[config.mk]
export PLATFORM = sky130hd
export DESIGN_NAME = latency_ram_arbiter
export DESIGN_NICKNAME = d
export VERILOG_FILES = /design/src/rtl/latency_ram_arbiter_pkg.sv /design/src/rtl/latency_ram_arbiter_rr_pick_2.sv /design/src/rtl/latency_ram_arbiter.sv
export SDC_FILE = /design/constraint.sdc
export NUM_CORES = 1
export LEC_CHECK = 0
export BUFFER_PORTS_ARGS = -buffer_cell sky130_fd_sc_hd__buf_2
export CORE_AREA = 4 4 114 116
export DETAILED_ROUTE_END_ITERATION = 8
export DIE_AREA = 0 0 118 120
export GPL_TIMING_DRIVEN = 0
export RECOVER_POWER = 25
export SLEW_MARGIN = 25
export SYNTH_ARGS = -nofsm -noshare
export SYNTH_HDL_FRONTEND = slang
export SYNTH_HIERARCHICAL = 1
export SYNTH_SLANG_ARGS = --single-unit
export TNS_END_PERCENT = 30
[constraint.sdc]
create_clock -name clk -period 1.25 [get_ports clk]
set_input_delay 0.125 -clock clk [delete_from_list [all_inputs] [get_ports clk]]
set_output_delay 0.125 -clock clk [all_outputs]
set_load 0.01 [all_outputs]
[src/rtl/latency_ram_arbiter_pkg.sv]
// rtl/latency_ram_arbiter_pkg.sv - shared state encoding, port indices and counter helper for the RAM arbiter
// Contents: arb_state_t (IDLE/GRANT0/GRANT1/RELEASE), PORT_I/PORT_D indices,
//           CNT_MAX and sat_inc() used by the optional performance counters.
`timescale 1ns/1ps
package latency_ram_arbiter_pkg;

    typedef enum logic [1:0] {
        IDLE    = 2'd0,
        GRANT0  = 2'd1,
        GRANT1  = 2'd2,
        RELEASE = 2'd3
    } arb_state_t;

    localparam logic PORT_I = 1'b0;  // instruction-side cache
    localparam logic PORT_D = 1'b1;  // data-side cache

    localparam logic [31:0] CNT_MAX = 32'hFFFF_FFFF;

    // Saturating increment: counters stick at all-ones instead of wrapping.
    function automatic logic [31:0] sat_inc(input logic [31:0] v);
        return (v == CNT_MAX) ? v : v + 32'd1;
    endfunction

endpackage

[src/rtl/latency_ram_arbiter_rr_pick_2.sv]
// rtl/latency_ram_arbiter_rr_pick_2.sv - combinational two-way round-robin / fixed-priority picker
// Ports:
//   valid0, valid1  : request lines of port 0 / port 1
//   last_grant      : index of the port granted most recently
//   fixed_priority  : 1 = port 1 wins ties, 0 = alternate on ties
//   grant_any       : at least one request present
//   grant_idx       : index of the winning port (meaningful when grant_any=1)
`timescale 1ns/1ps
module rr_pick_2
    import latency_ram_arbiter_pkg::*;
(
    input  logic valid0,
    input  logic valid1,
    input  logic last_grant,
    input  logic fixed_priority,
    output logic grant_any,
    output logic grant_idx
);

    always_comb begin
        grant_any = valid0 | valid1;
        grant_idx = PORT_I;
        if (valid0 && valid1) begin
            // On a tie the port that did not go last wins, unless port 1 is pinned.
            grant_idx = fixed_priority ? PORT_D : ~last_grant;
        end else if (valid1) begin
            grant_idx = PORT_D;
        end
    end

endmodule

[src/rtl/latency_ram_arbiter.sv]
// rtl/latency_ram_arbiter.sv - shares one latency RAM between the I-cache (port 0) and D-cache (port 1)
// Ports:
//   clk, rst                      : clock, asynchronous active-high reset
//   reqN_addr/data/wen/valid      : request from port N, held stable until resN_valid
//   resN_data/resN_valid          : read data and one-cycle completion pulse to port N
//   mem_req_addr/data/wen/valid   : request to the RAM, valid held for the whole transaction
//   mem_res_data/mem_res_valid    : RAM read data and finish flag
// Optional (macro ARB_PERF_CNT_EN): grant0_cnt, grant1_cnt, wait0_cnt, wait1_cnt
//   saturating 32-bit grant and wait-cycle counters.
`timescale 1ns/1ps
module latency_ram_arbiter
    import latency_ram_arbiter_pkg::*;
#(
    parameter int ADDR_WIDTH     = 32,
    parameter int DATA_WIDTH     = 32,
    parameter int FIXED_PRIORITY = 0
) (
    input  logic                  clk,
    input  logic                  rst,
    input  logic [ADDR_WIDTH-1:0] req0_addr,
    input  logic [DATA_WIDTH-1:0] req0_data,
    input  logic                  req0_wen,
    input  logic                  req0_valid,
    output logic [DATA_WIDTH-1:0] res0_data,
    output logic                  res0_valid,
    input  logic [ADDR_WIDTH-1:0] req1_addr,
    input  logic [DATA_WIDTH-1:0] req1_data,
    input  logic                  req1_wen,
    input  logic                  req1_valid,
    output logic [DATA_WIDTH-1:0] res1_data,
    output logic                  res1_valid,
    output logic [ADDR_WIDTH-1:0] mem_req_addr,
    output logic [DATA_WIDTH-1:0] mem_req_data,
    output logic                  mem_req_wen,
    output logic                  mem_req_valid,
    input  logic [DATA_WIDTH-1:0] mem_res_data,
    input  logic                  mem_res_valid
`ifdef ARB_PERF_CNT_EN
    ,
    output logic [31:0]           grant0_cnt,
    output logic [31:0]           grant1_cnt,
    output logic [31:0]           wait0_cnt,
    output logic [31:0]           wait1_cnt
`endif
);

    arb_state_t state;
    logic       last_grant;
    logic       pick_any;
    logic       pick_idx;

    rr_pick_2 u_pick (
        .valid0         (req0_valid),
        .valid1         (req1_valid),
        .last_grant     (last_grant),
        .fixed_priority (FIXED_PRIORITY != 0),
        .grant_any      (pick_any),
        .grant_idx      (pick_idx)
    );

    // Completion has priority over an abort in the same cycle: both leave via
    // RELEASE, and the response mux below already forwards the pulse.
    always_ff @(posedge clk or posedge rst) begin
        if (rst) begin
            state      <= IDLE;
            last_grant <= PORT_D;
        end else begin
            case (state)
                IDLE: begin
                    if (pick_any) begin
                        state      <= (pick_idx == PORT_D) ? GRANT1 : GRANT0;
                        last_grant <= pick_idx;
                    end
                end
                GRANT0: begin
                    if (mem_res_valid || !req0_valid) state <= RELEASE;
                end
                GRANT1: begin
                    if (mem_res_valid || !req1_valid) state <= RELEASE;
                end
                RELEASE: begin
                    // One dead cycle lets the RAM latency counter re-arm.
                    state <= IDLE;
                end
            endcase
        end
    end

    // Requests and responses are steered combinationally from the granted
    // port; requesters hold their fields stable, so nothing is latched here.
    // Since the mux keys off the state register, an async reset drops
    // mem_req_valid in the same cycle.
    always_comb begin
        mem_req_addr  = '0;
        mem_req_data  = '0;
        mem_req_wen   = 1'b0;
        mem_req_valid = 1'b0;
        res0_data     = '0;
        res0_valid    = 1'b0;
        res1_data     = '0;
        res1_valid    = 1'b0;
        case (state)
            GRANT0: begin
                mem_req_addr  = req0_addr;
                mem_req_data  = req0_data;
                mem_req_wen   = req0_wen;
                mem_req_valid = req0_valid;
                res0_data     = mem_res_data;
                res0_valid    = mem_res_valid;
            end
            GRANT1: begin
                mem_req_addr  = req1_addr;
                mem_req_data  = req1_data;
                mem_req_wen   = req1_wen;
                mem_req_valid = req1_valid;
                res1_data     = mem_res_data;
                res1_valid    = mem_res_valid;
            end
            default: begin
            end
        endcase
    end

`ifdef ARB_PERF_CNT_EN
    always_ff @(posedge clk or posedge rst) begin
        if (rst) begin
            grant0_cnt <= '0;
            grant1_cnt <= '0;
            wait0_cnt  <= '0;
            wait1_cnt  <= '0;
        end else begin
            if (state == IDLE && pick_any && pick_idx == PORT_I) grant0_cnt <= sat_inc(grant0_cnt);
            if (state == IDLE && pick_any && pick_idx == PORT_D) grant1_cnt <= sat_inc(grant1_cnt);
            if (req0_valid && state != GRANT0) wait0_cnt <= sat_inc(wait0_cnt);
            if (req1_valid && state != GRANT1) wait1_cnt <= sat_inc(wait1_cnt);
        end
    end
`endif

endmodule
* After elaboration in Yosys (flattened, before gate mapping)
Cells that the tools add are included. W data, S select, Z words.
Storage, ports and cells: word-level logic and storage cells 33, memories kept 0, output and inout bits 132, bits in registers 3, ROM bits 0, bits in writable memories 0, latch bits 0, input port bits 167
Operators by class: bitwise logic cells 2, reduce and logical (&&, ||, !) cells 8, add/sub/neg operators 0, order comparisons 0, shifts and indexed selects 0, div/mod/pow operators 0, muxes and demuxes 15, multiply operators 0, eq/ne operators 6
Operators with widths (number):
- $pmux W32 S2 | 2
- $mux W32 | 2
- $mux W2 | 4
- $pmux W2 S4 | 1
- $ne A2 B2 Y1 const B | 3
- $eq A2 B2 Y1 const B | 2
- $mux W1 | 4
- $pmux W1 S2 | 2
- $reduce_and A3 Y1 | 1
- $eq A2 B1 Y1 const B | 1
- $logic_not A1 Y1 | 2
- $logic_not A2 Y1 | 1
- $logic_or A1 B1 Y1 | 2
- $reduce_and A2 Y1 | 1
- $logic_and A1 B1 Y1 | 1
- $not A1 Y1 | 1
- $or A1 B1 Y1 | 1

* Depth between registers and ports, before layout
Gate-level depths: netlist (run 1).
depth after elaboration 5, depth in mapped cells 6, mapped depth without buffers 5

* Hierarchy
Netlist (run 1), hierarchy kept.
Modules (own cells, without submodules):
- latency_ram_arbiter | cells each 247, sequential area each 76.3 um^2, times used 1, area each 1701.6 um^2
- rr_pick_2 | cells each 4, sequential area each 0.0 um^2, times used 1, area each 20.0 um^2

* Least setup slack after synthesis (run 1)
No wires, ideal clock.
path kind reg-to-output, start reg state[0], end out mem_req_addr[0], cell stages (with the launch flop) 6, data required time 1125 ps, buffers on the path 2, setup slack -142 ps, arrival time 1267 ps, path through dfrtp_1 > inv_1 > ha_1 > clkbuf_2 > buf_2 > nor2b_1
Between the ends: word-level cells in the longest chain between the ends 2, elaborated cells between the ends (all ways) 3, classes of those cells eq/ne (2); mux (1)
RTL lines:
- start: declaration | RTL line latency_ram_arbiter.sv:47 | arb_state_t state;
- start signal: assignment | RTL line latency_ram_arbiter.sv:71 | state <= (pick_idx == PORT_D) ? GRANT1 : GRANT0;
- $eq A2 B2 Y1 / $eq A2 B1 Y1 (equally long branches) | RTL line latency_ram_arbiter.sv:102 | case (state)
- $pmux W32 S2 (*) | RTL line latency_ram_arbiter.sv:102
- end: declaration | RTL line latency_ram_arbiter.sv:32 | output logic [ADDR_WIDTH-1:0] mem_req_addr,
Every way passes the cells marked *; elsewhere a longest branch is shown, timed or not.

* Worst setup path in the final report (run 1)
start reg state[0], end out mem_req_addr[13]
Same word-level chain as after synthesis.

==> results_dict.tcl, run 1 <==
set metrics [dict create \
    hp-class "in2async" \
    synth_top_cell_area_share 0.283 \
    dieArea_sq_mm 0.0142 \
    reg2reg_from "state[0]" \
    max-vdd-ir-drop_mv 1.03 \
    fillCellCount 1213 \
    setup_violations 134 \
    final.setup_skew_ps 0.907 \
    setup_slack_ps -561 \
    endpoint "mem_req_addr[13]" \
    required_ps 1120 \
    grt_pass1_vias 3160 \
    syn_area_sq_mm 0.00172 \
    clockBufferDepth 2 \
    swShare 0.419 \
    grt_max_degree 11 \
    syn_inst 251 \
    hold_viol_final 0 \
    ys_top_cells_by_area "a22oi_1 28%, and2_1 24%, nor2b_1 24%" \
    post_drt_wl_per_cell_um 15.2 \
    htreeDepth 1 \
    die-height_um 120 \
    clock_sinks 3 \
    fin_nets 745 \
    pwr-share-clk 0.041 \
    power.density_mw_per_mm2 2550 \
    dpl.hpwl_mm 8.50 \
    numCtsBuffers 3 \
    rows 40 \
    drt_iter0_drc 58 \
    ff2ff_setup_slack_ps -250 \
    track_usage 0.138 \
    synth_area_leader_cell "a22oi_1" \
    io_buffers 298 \
    coreArea_sq_mm 0.0119 \
    grt-ovfl-total 0 \
    p_int_mw 7.02 \
    crit_arrival_ps 1690 \
    io_pins 299 \
    drc 0 \
    worstSkewPairLatency_ps 220 \
    start_util 0.145 \
    synth.distinct_cells 21 \
    synthFlopType "dfrtp_1" \
    maxSlewViolCount 0 \
    gp_congestion 0.799 \
    grt_pass1_wl_mm 16.2 \
    antennaDiodeCount 0 \
    violations "negative setup slack" \
    cts_tree "built" \
    finalPower_mw 12.1 \
    clock-root-buffer "clkbuf_16" \
    r2r-end "state[1]" \
    drive_above_1_share 0.798 \
    cap_violations 0 \
    place_area_sq_mm 0.00372 \
    ys_seq_area_frac 0.0443 \
    reg2reg_depth 7 \
    synth-async-reset-ratio 1.00 \
    path_class "reg2out" \
    die_w_um 118 \
    min_period_ps 1810 \
    ant_nets 0 \
    drt_pass1_iterations 4 \
    final_area_sq_mm 0.00474 \
    comb_power_share 0.942 \
    finalCritPeriodShare 1.45 \
    drt-total-wl_mm 11.0 \
    vias 3099 \
    cp-startpoint "state[0]" \
    synthesis.nets 422 \
    rsz0062_at_grt "true" \
    endpoint_kind "primary output" \
    area_growth_pct 175 \
    startpoint_type "flop" \
    antenna_found_initial 0 \
    leakagePower_nw 2.46 \
    avgSynthCellArea_sq_um 6.86 \
    status "finished with violations" \
    viasPerCell 4.30 \
    crit_fanout 8 \
    max_freq_mhz 552 \
    ys.warnings.count 6 \
    synth_edf_count 0 \
    synthTopCellsByCount "66 x and2_1, 66 x nor2b_1, 65 x a22oi_1, 16 x buf_2" \
    seqPwrFrac 0.017 \
    yosys_register_bits 3 \
    clk_pin_slew_worst_paths_ps 30 \
    switchingPower_mw 5.06 \
]
==> power by group through the flow <==
stage | Sequential [mW] | Clock [mW] | Combinational [mW]
floorplan | 0.190 | 0 | 5.72
global placement | 0.195 | 0 | 8.63
detailed placement | 0.195 | 0 | 8.61
CTS | 0.206 | 0.509 | 10.4
global route | 0.211 | 0.520 | 12.2
finish | 0.205 | 0.499 | 11.4
==> routing by layer <==
layer / vias up / share of wire / global-route usage
met3: 6 / 0.067 / 0.0269
met1: 1417 / 0.37 / 0.151
met5: - / 0 / 0
met4: 0 / 0.0097 / 0.0242
li1: 1510 / - / -
met2: 166 / 0.55 / 0.277
==> what timing repair did <==
item / in CTS / in global routing
pin swaps: 10 / 4
resized for setup: 85 / 63
hold buffers: 1 / 0
buffers inserted: 10 / 2
setup endpoints to repair: 134 / 134
endpoints found under the hold margin: 3 / 0
gates cloned: 5 / 3
==> final cells by class <==
type,count,area (sq um),share of cell area
Multi-Input combinational cell,213,1900,0.401
Sequential cell,3,76.3,0.0161
Timing Repair Buffer,319,2090,0.440
Buffer,28,388,0.0818
Tap cell,147,184,0.0388
Inverter,6,22.5,0.00475
Clock buffer,4,78.8,0.0166
==> worst max-delay path, stage by stage, from the launching register on <==
cell and delay [ps]:
dfrtp_1 390, buf_6 130, ha_4 160, buf_8 140
buf_12 140, buf_6 120, a22oi_2 170, nor2b_1 70
buf_2 140
==> state kept, by name, summed over array words and instances, names as in the netlist <==
signal,count
state,2
last_grant,1
==> metrics by stage <==
stage	setup slack (ps)	std cells	utilization	TNS, ps	hold WS (ps)
6_report	-561	720	0.398	-56790	327
5_1_grt	-631	720	0.398	-67930	349
4_1_cts	-519	715	0.365	-58860	333
3_5_place_dp	-434	696	0.313	-38850	20.4
3_3_place_gp	-432	696	0.313	-38940	12.4
2_1_floorplan	-59.1	251	-	-4950	-122
==> worst min-delay path by stage <==
stage                     endpoint  slack, ps  depth (start not counted)  start
after floorplan           state[0]       -120                          1    rst
after global placement    state[1]         10                          2    rst
after detailed placement  state[0]         20                          2    rst
after CTS                 state[1]        330                          3    rst
after global routing      state[0]        350                          3    rst
final                     state[1]        330                          3    rst
==> logic make-up (layout without fill, tap and decap cells) <==
logic type	after synthesis	after routing	synth area share
other cells	1	1	0.00218
fa+ha+maj	4	4	0.0291
buf+inv	35	357	0.103
compound gates	69	69	0.310
flops	3	3	0.0443
mux	4	4	0.0240
simple gates	135	135	0.488
==> layout by cell type (no fill, tap or decap), types with 2 or more instances in the layout <==
cell type,instances
inv_2,2
nor2b_4,11
dfrtp_1,2
and2_4,40
nor2b_1,45
buf_4,10
nand2_1,2
clkbuf_8,2
a22oi_2,38
buf_6,61
buf_8,14
ha_4,3
clkbuf_16,9
and2_1,26
nor2b_2,10
a22oi_1,27
clkbuf_4,3
buf_2,247
mux2i_1,3
inv_1,4
(Power assumes the default switching activity.)
==> inputs of run 2 (changes only) <==
--- a/config.mk
+++ b/config.mk
@@ -7,8 +7,11 @@
 export LEC_CHECK = 0
 export BUFFER_PORTS_ARGS = -buffer_cell sky130_fd_sc_hd__buf_2
-export CORE_AREA = 4 4 114 116
+export CELL_PAD_IN_SITES_DETAIL_PLACEMENT = 2
+export CELL_PAD_IN_SITES_GLOBAL_PLACEMENT = 2
+export CORE_MARGIN = 4
+export CORE_UTILIZATION = 10
 export DETAILED_ROUTE_END_ITERATION = 8
-export DIE_AREA = 0 0 118 120
 export GPL_TIMING_DRIVEN = 0
+export PLACE_DENSITY_LB_ADDON = 0.1
 export RECOVER_POWER = 25
 export SLEW_MARGIN = 25
==> constraint.sdc (replaced) <==
create_clock -name clk -period 1.25 [get_ports clk]
set_input_delay 0.1875 -clock clk [delete_from_list [all_inputs] [get_ports clk]]
set_output_delay 0.1875 -clock clk [all_outputs]
set_load 0.01 [all_outputs]
==> run 2 against run 1 <==
Effect of this change:
- the flow still finishes with violations (negative setup slack)
- clock skew grew 1.4 ps
- worst hold slack gained 27 ps
- final area up 9.6%
- die area increased by 37%
- non-clock buffer count up 3
- combinational power rose by 14%
- critical path depth is 1 lower
- clock-buffer cell count unchanged
- worst setup slack lost 7.1 ps
- cell count is 11% higher
- register-to-register slack got worse by 30 ps
- critical endpoint is now mem_req_addr[31]
==> results_dict.tcl, run 2 (synthesized netlist as in run 1, its figures left out) <==
set metrics [dict create \
    grt_pass1_vias 3598 \
    ant_nets 0 \
    vias 3154 \
    clock_sinks 3 \
    leakagePower_nw 2.55 \
    gp_congestion 0.765 \
    grt-ovfl-total 0 \
    path_class "reg2out" \
    largest_reg_flops 2 \
    fin_nets 748 \
    area_growth_pct 202 \
    die-height_um 139 \
    dpl.hpwl_mm 11.2 \
    reg2reg_from "state[0]" \
    final_common_cell "buf_2" \
    violations "negative setup slack" \
    path_cells "buf_6 -> ha_4 -> buf_12 -> buf_8 -> a22oi_1 -> nor2b_1 -> buf_2" \
    final.setup_skew_ps 2.30 \
    drt-total-wl_mm 14.1 \
    maxSlewViolCount 0 \
    holdPathEnd "state[0]" \
    rsz0062_at_grt "true" \
    track_usage 0.133 \
    worstSkewPairLatency_ps 230 \
    min_from "mem_res_valid" \
    numCtsBuffers 3 \
    post_drt_wl_per_cell_um 17.7 \
    grt_max_degree 11 \
    required_ps 1060 \
    drc 0 \
    status "finished with violations" \
    drt_pass1_iterations 3 \
    finalPower_mw 13.7 \
    antennaDiodeCount 0 \
    whs_ps 354 \
    ff2ff_setup_slack_ps -280 \
    die_w_um 139 \
    drive_above_1_share 0.852 \
    dieArea_sq_mm 0.0194 \
    finalCritPeriodShare 1.45 \
    crit_slowest_cell "dfrtp_1" \
    grt_pass1_wl_mm 20.8 \
    max_stage_delay_ps 400 \
    grt_use_met3 0.0353 \
    clk_pin_slew_worst_paths_ps 30 \
    rows 47 \
    top_usage_layer "met2" \
    coreArea_sq_mm 0.0167 \
    startpoint_type "flop" \
    max-vdd-ir-drop_mv 0.655 \
    min_period_ps 1820 \
    clock-root-buffer "clkbuf_16" \
    drt_iter0_drc 31 \
    power.density_mw_per_mm2 2640 \
    reg2reg_depth 7 \
    setup_tns_ps -68610 \
    min_path_cells 3 \
    met2_usage 0.269 \
    final_core_util 0.311 \
    hp-class "in2reg" \
    io_buffers 298 \
    setup_violations 134 \
    grt_use_met1 0.142 \
    cts_tree "built" \
    crit_arrival_ps 1630 \
    hold_viol_final 0 \
    crit_fanout 10 \
    reg_top3 "state (2), last_grant (1)" \
    setup_slack_ps -568 \
    start_util 0.103 \
    cap_violations 0 \
    regMostFlops "state" \
    antenna_found_initial 0 \
    htreeDepth 1 \
    viasPerCell 3.96 \
    io_pins 299 \
    endpoint_kind "primary output" \
    final_cell_mix "234 x buf_2, 70 x buf_6, 57 x a22oi_2" \
    clockBufferDepth 2 \
    max_freq_mhz 550 \
    r2r-end "state[1]" \
]
[run 2: cell types whose count changed in the layout (fill, tap and decap cells not counted), sizes merged]
cell    change
bufbuf      -1
buf         +5
clkbuf      -1
[run 2: per-stage QoR]
stage | std cells | worst slack, ps | cell area, sq um
final | 796 | -568 | 5190
after global routing | 796 | -624 | 5190
after CTS | 788 | -576 | 4790
after detailed placement | 769 | -462 | 3810
after global placement | 769 | -429 | 3810
after floorplan | 251 | -122 | 2050
[run 2: worst max path at each step]
stage	start	end	slack, ps	cells past startpoint
final	state[1]	mem_req_addr[31]	-570	7
after global routing	state[1]	mem_req_addr[15]	-620	7
after CTS	state[1]	mem_req_data[5]	-580	7
after detailed placement	state[0]	res1_data[2]	-460	6
after global placement	state[1]	mem_req_data[5]	-430	7
after floorplan	state[0]	mem_req_addr[10]	-120	6
[run 2: power by group]
| group | leakage [nW] | switching [mW] | total, mW | internal [mW] |
|---|---|---|---|---|
| logic | 2.48 | 5.56 | 13.0 | 7.44 |
| clock network | 0.0382 | 0.0980 | 0.520 | 0.422 |
| registers | 0.0336 | 0.0405 | 0.205 | 0.164 |
[run 2: final cells by class]
cell class	instances	area [sq um]
inverters	6	22.5
plain buffers	29	445
flip-flops and latches	3	76.3
multi-input cells	213	2040
fillers	1920	11500
repair buffers	321	2260
clock buffers	4	78.8
well taps	220	275
[run 2: repair_timing]
action	in CTS	in global routing
setup buffers	5	3
hold endpoints to repair	2	0
endpoints found under the setup margin	134	134
resized for setup	156	65
pin swaps	8	27
gates cloned	9	5
hold buffers	1	0
[run 2: worst max-delay path: cells and delay by family (launching register included)]
kind	cells	cell delay, ps
buf+inv	4	560
flops	1	400
compound gates	1	200
fa+ha+maj	1	170
simple gates	1	70
[run 2: per-layer routing]
metal  wire, um  share of wire  vias up
li1           -              -     1516
met1       5060           0.36     1463
met2       7970           0.56      172
met3       1070          0.076        3
met4         28         0.0020        0
met5          0              0        -
